==> src/rtl/traffic_request_latch.sv <==
// traffic_request_latch: conditions raw main/first street detectors for the
// two-street traffic-light controller.
//
// Ports:
//   clk                         rising-edge clock
//   rst                         synchronous, active-low reset
//   sensor_main, sensor_first   raw detectors (asynchronous to clk)
//   green_main, green_first     green lamps fed back from the controller
//   waiting_main, waiting_first latched requests to the controller
//   overdue_main, overdue_first request has aged to MAX_AGE
//
// Each street has its own identical channel: 2-flop synchroniser,
// debouncer, request latch cleared by green, and saturating age counter.

module traffic_request_channel #(
  parameter int DEBOUNCE = 3,
  parameter int MAX_AGE  = 15,
  parameter int AGE_W    = 4
) (
  input  logic clk,
  input  logic rst,
  input  logic sensor,
  input  logic green,
  output logic waiting,
  output logic overdue
);

  localparam int CW = $clog2(DEBOUNCE + 1);
  localparam logic [CW-1:0] CNT_LAST =
    CW'(DEBOUNCE - 1);
  localparam logic [AGE_W-1:0] AGE_MAX =
    AGE_W'(MAX_AGE);

  logic            s1;
  logic            s2;
  logic            deb;
  logic [CW-1:0]   cnt;
  logic [AGE_W-1:0] age;

  always_ff @(posedge clk) begin
    if (!rst) begin
      s1      <= 1'b0;
      s2      <= 1'b0;
      deb     <= 1'b0;
      cnt     <= '0;
      waiting <= 1'b0;
      age     <= '0;
    end else begin
      s1 <= sensor;
      s2 <= s1;

      // Any agreement restarts the count, so only an
      // unbroken run of DEBOUNCE disagreements flips deb.
      if (s2 == deb) begin
        cnt <= '0;
      end else if (cnt == CNT_LAST) begin
        deb <= s2;
        cnt <= '0;
      end else begin
        cnt <= cnt + 1'b1;
      end

      // Clear beats set: a street already on green
      // is being served, so its request is moot.
      if (green) begin
        waiting <= 1'b0;
      end else if (deb) begin
        waiting <= 1'b1;
      end

      if (green || !waiting) begin
        age <= '0;
      end else if (age != AGE_MAX) begin
        age <= age + 1'b1;
      end
    end
  end

  assign overdue = (age == AGE_MAX);

endmodule

module traffic_request_latch #(
  parameter int DEBOUNCE = 3,
  parameter int MAX_AGE  = 15,
  parameter int AGE_W    = 4
) (
  input  logic clk,
  input  logic rst,
  input  logic sensor_main,
  input  logic sensor_first,
  input  logic green_main,
  input  logic green_first,
  output logic waiting_main,
  output logic waiting_first,
  output logic overdue_main,
  output logic overdue_first
);

  traffic_request_channel #(
    .DEBOUNCE (DEBOUNCE),
    .MAX_AGE  (MAX_AGE),
    .AGE_W    (AGE_W)
  ) u_main (
    .clk     (clk),
    .rst     (rst),
    .sensor  (sensor_main),
    .green   (green_main),
    .waiting (waiting_main),
    .overdue (overdue_main)
  );

  traffic_request_channel #(
    .DEBOUNCE (DEBOUNCE),
    .MAX_AGE  (MAX_AGE),
    .AGE_W    (AGE_W)
  ) u_first (
    .clk     (clk),
    .rst     (rst),
    .sensor  (sensor_first),
    .green   (green_first),
    .waiting (waiting_first),
    .overdue (overdue_first)
  );

endmodule

==> config.mk <==
export PLATFORM = sky130hd
export DESIGN_NAME = traffic_request_latch
export DESIGN_NICKNAME = d
export VERILOG_FILES = /design/src/rtl/traffic_request_latch.sv
export SDC_FILE = /design/constraint.sdc
export NUM_CORES = 1
export LEC_CHECK = 0
export CAP_MARGIN = 40
export CORE_MARGIN = 1
export CORE_UTILIZATION = 40
export CTS_CLUSTER_SIZE = 25
export DETAILED_ROUTE_END_ITERATION = 12
export PLACE_DENSITY = 0.68
export SYNTH_ARGS = -nofsm -noshare
export SYNTH_HDL_FRONTEND = slang
export SYNTH_SLANG_ARGS = --single-unit
==> constraint.sdc <==
create_clock -name clk -period 1.3 [get_ports clk]
set_input_delay 0.26 -clock clk [delete_from_list [all_inputs] [get_ports clk]]
set_output_delay 0.26 -clock clk [all_outputs]
set_load 0.01 [all_outputs]
==> impl_metrics.toml <==
[run_status]
status = "complete, but fails checks"
violations = "setup timing"

[cts]
postCtsHoldBufs = 0
root_buffer = "clkbuf_4"
clk_pin_slew_ns = 0.11
cts_buffers = 3
clockBufferDepth = 2
cts.sinks = 20
clkLatencyLatePin_ns = 0.30
cts_tree = "yes"
htreeDepth = 1

[sta]
fin_setup_tns_ns = -0.00466
period_share = 1.00
hold_viol = 0
max_freq_mhz = 766
period_needed_ns = 1.30
worst_slew_pin_slew_ns = 0.210
finClkSkew_ns = 0.00268
max_slew_margin = 0.859
setup_viol = 1
drv_slew = 0
setup_ws_ns = -0.00466
rsz0062_at_grt = "yes"

[placed_design]
place_ws_ns = -0.130
io_buffers = 9
gp_congestion = 0.808
hpwl_um = 971

[global_route]
grt_usage = 0.150
grt_antenna_before_repair = 0
grt_start_max_net_pins = 12
first_global_vias = 543
grt_pass1_wl_um = 2160
grt-ovfl-total = 0

[drt]
num_vias = 589
routed_via_density = 4.57
ant_nets = 0
wl_per_cell_um = 10.1
drt_wl_total_um = 1300
drt-initial-drc-count = 5
drt_drc_violations_left = 0
dr.pass1.iters = 4

[synth]
netlist_area_um2 = 764
netlist_instances = 77
seq_area_frac_synth = 0.524
yosysUniqueCellTypes = 18
synth_area_leaders = "dfxtp_1 52%, nor2_1 7.4%, ha_1 6.5%, mux2i_1 5.2%, nand3b_1 3.9%"
postSynthAreaPerCell_um2 = 9.93
synth_most_common_cell = "dfxtp_1"
async_flop_share = 0
ys_dominant_reg_cell = "dfxtp_1"
yosys.area.top_type = "dfxtp_1"
synth_commonest_cells = "20 x dfxtp_1, 15 x nor2_1"
synth_edf_count = 0
yosys_warnings = 0
synth_fp_nets = 87
ys_seq_elements = 20
synth_top_area_frac = 0.524

[layout]
postLayoutCoreUtil = 0.594
syn2layout_area_growth_pct = 37.0
fillCellCount = 163
final_net_count = 115
diodes = 0
drive_gt1_frac = 0.279

[floorplanning]
start_util = 0.433
die_w_um = 45.7
top_level_ports = 10
num_rows = 15
die_y_um = 45.7
die_area_mm2 = 0.00209
fp.coreArea_mm2 = 0.00176

[worst_setup_path]
path_cells = "ha_4, nand3_2, inv_1, buf_2"
arrival_ns = 1.04
crit_family = "flip-flops"
cp-end-kind = "primary output"
worstSetupPathType = "reg2out"
setup.worst_path.start_class = "flop"
critPathSlowestCell = "dfxtp_2"
worstPathMaxFanout = 2
cpPeakStageDelay_ns = 0.37
critPathBufInv = 2
cp.required_ns = 1.04
reg2reg_slack_ns = 0.04

[pwr]
power_density_mw_per_mm2 = 963
leakage_nw = 0.455
ir_drop_v = 0.000825

[run]
maxCapViolCount = 0

[min_path]
min_path_type = "reg2reg"
-- power by group --
group | switching, mW | total (mW) | internal, mW | leakage, nW
combinational | 0.0112 | 0.0342 | 0.0230 | 0.270
clock | 0.181 | 0.351 | 0.171 | 0.0210
sequential | 0.00314 | 0.623 | 0.620 | 0.164
-- repair_timing --
| item | in CTS | in global routing |
|---|---|---|
| resized for setup | 18 | 0 |
| setup endpoints to repair | 4 | 2 |
| pin swaps | 3 | 1 |
| buffers inserted | 1 | 1 |
-- placed cells by master (no fill, tap or decap), drive strengths merged, types with 3 or more instances in the layout --
master         synthesis  routed
buf                    1      17
inv                    4       4
nor3b                  3       3
nor3                   3       3
and2                   4       4
ha                     4       4
nor2                  15      15
nand3                  4       4
dfxtp                 20      20
nand3b                 4       4
mux2i                  4       4
clkbuf                 0       4
clkdlybuf4s50          0       5
-- state kept, by name, summed over array words and instances, names as in the netlist, 2 cells and up --
name,count
u_main.age,4
u_first.cnt,2
u_main.cnt,2
u_first.age,4
-- cell families (layout without fill, tap and decap cells) --
logic type / after synthesis / after routing / share of synthesized area
AO/OA/AOI/OAI: 3 / 3 / 0.0262
XOR/XNOR: 4 / 4 / 0.0458
multiplexers: 4 / 4 / 0.0524
adder cells (fa/ha/maj): 4 / 4 / 0.0655
buffers and inverters: 5 / 32 / 0.0262
flip-flops: 20 / 20 / 0.524
AND/OR/NAND/NOR: 37 / 37 / 0.260
-- area by class of cell --
class | instances | area, µm² | area share
clock buffer | 4 | 36.3 | 0.0346
multi-input combinational | 52 | 369 | 0.352
tap | 25 | 31.3 | 0.0299
inverter | 4 | 15.0 | 0.0143
timing repair buffer | 24 | 190 | 0.182
sequential | 20 | 405 | 0.387
-- stage by stage --
stage	hold slack, ns	instance area [µm²]	cells	power [mW]
detailed placement	0.409	978	123	0.672
CTS	0.425	1040	128	1.03
finish	0.424	1050	129	1.01
global route	0.439	1050	129	1.05
floorplan	0.336	764	77	0.651
global placement	0.399	978	123	0.671
-- routing by layer --
metal  GRT usage  vias up  share of wire
met5           0        -              0
met4      0.0882        0          0.024
met3      0.0595        5          0.043
met2       0.234       11           0.47
met1       0.173      264           0.46
li1            -      309              -
-- path summary, 6_finish.rpt --
path / end / from / depth (start not counted)
max: overdue_first / u_first.age[0]$_SDFFE_PP0P_ / 4
min: u_main.cnt[0]$_SDFF_PP0_ / u_main.cnt[0]$_SDFF_PP0_ / 1
max reg2reg: u_first.age[1]$_SDFFE_PP0P_ / u_first.age[0]$_SDFFE_PP0P_ / 7
min reg2reg: u_main.cnt[0]$_SDFF_PP0_ / u_main.cnt[0]$_SDFF_PP0_ / 1
Power figures use the tool's default switching activity.
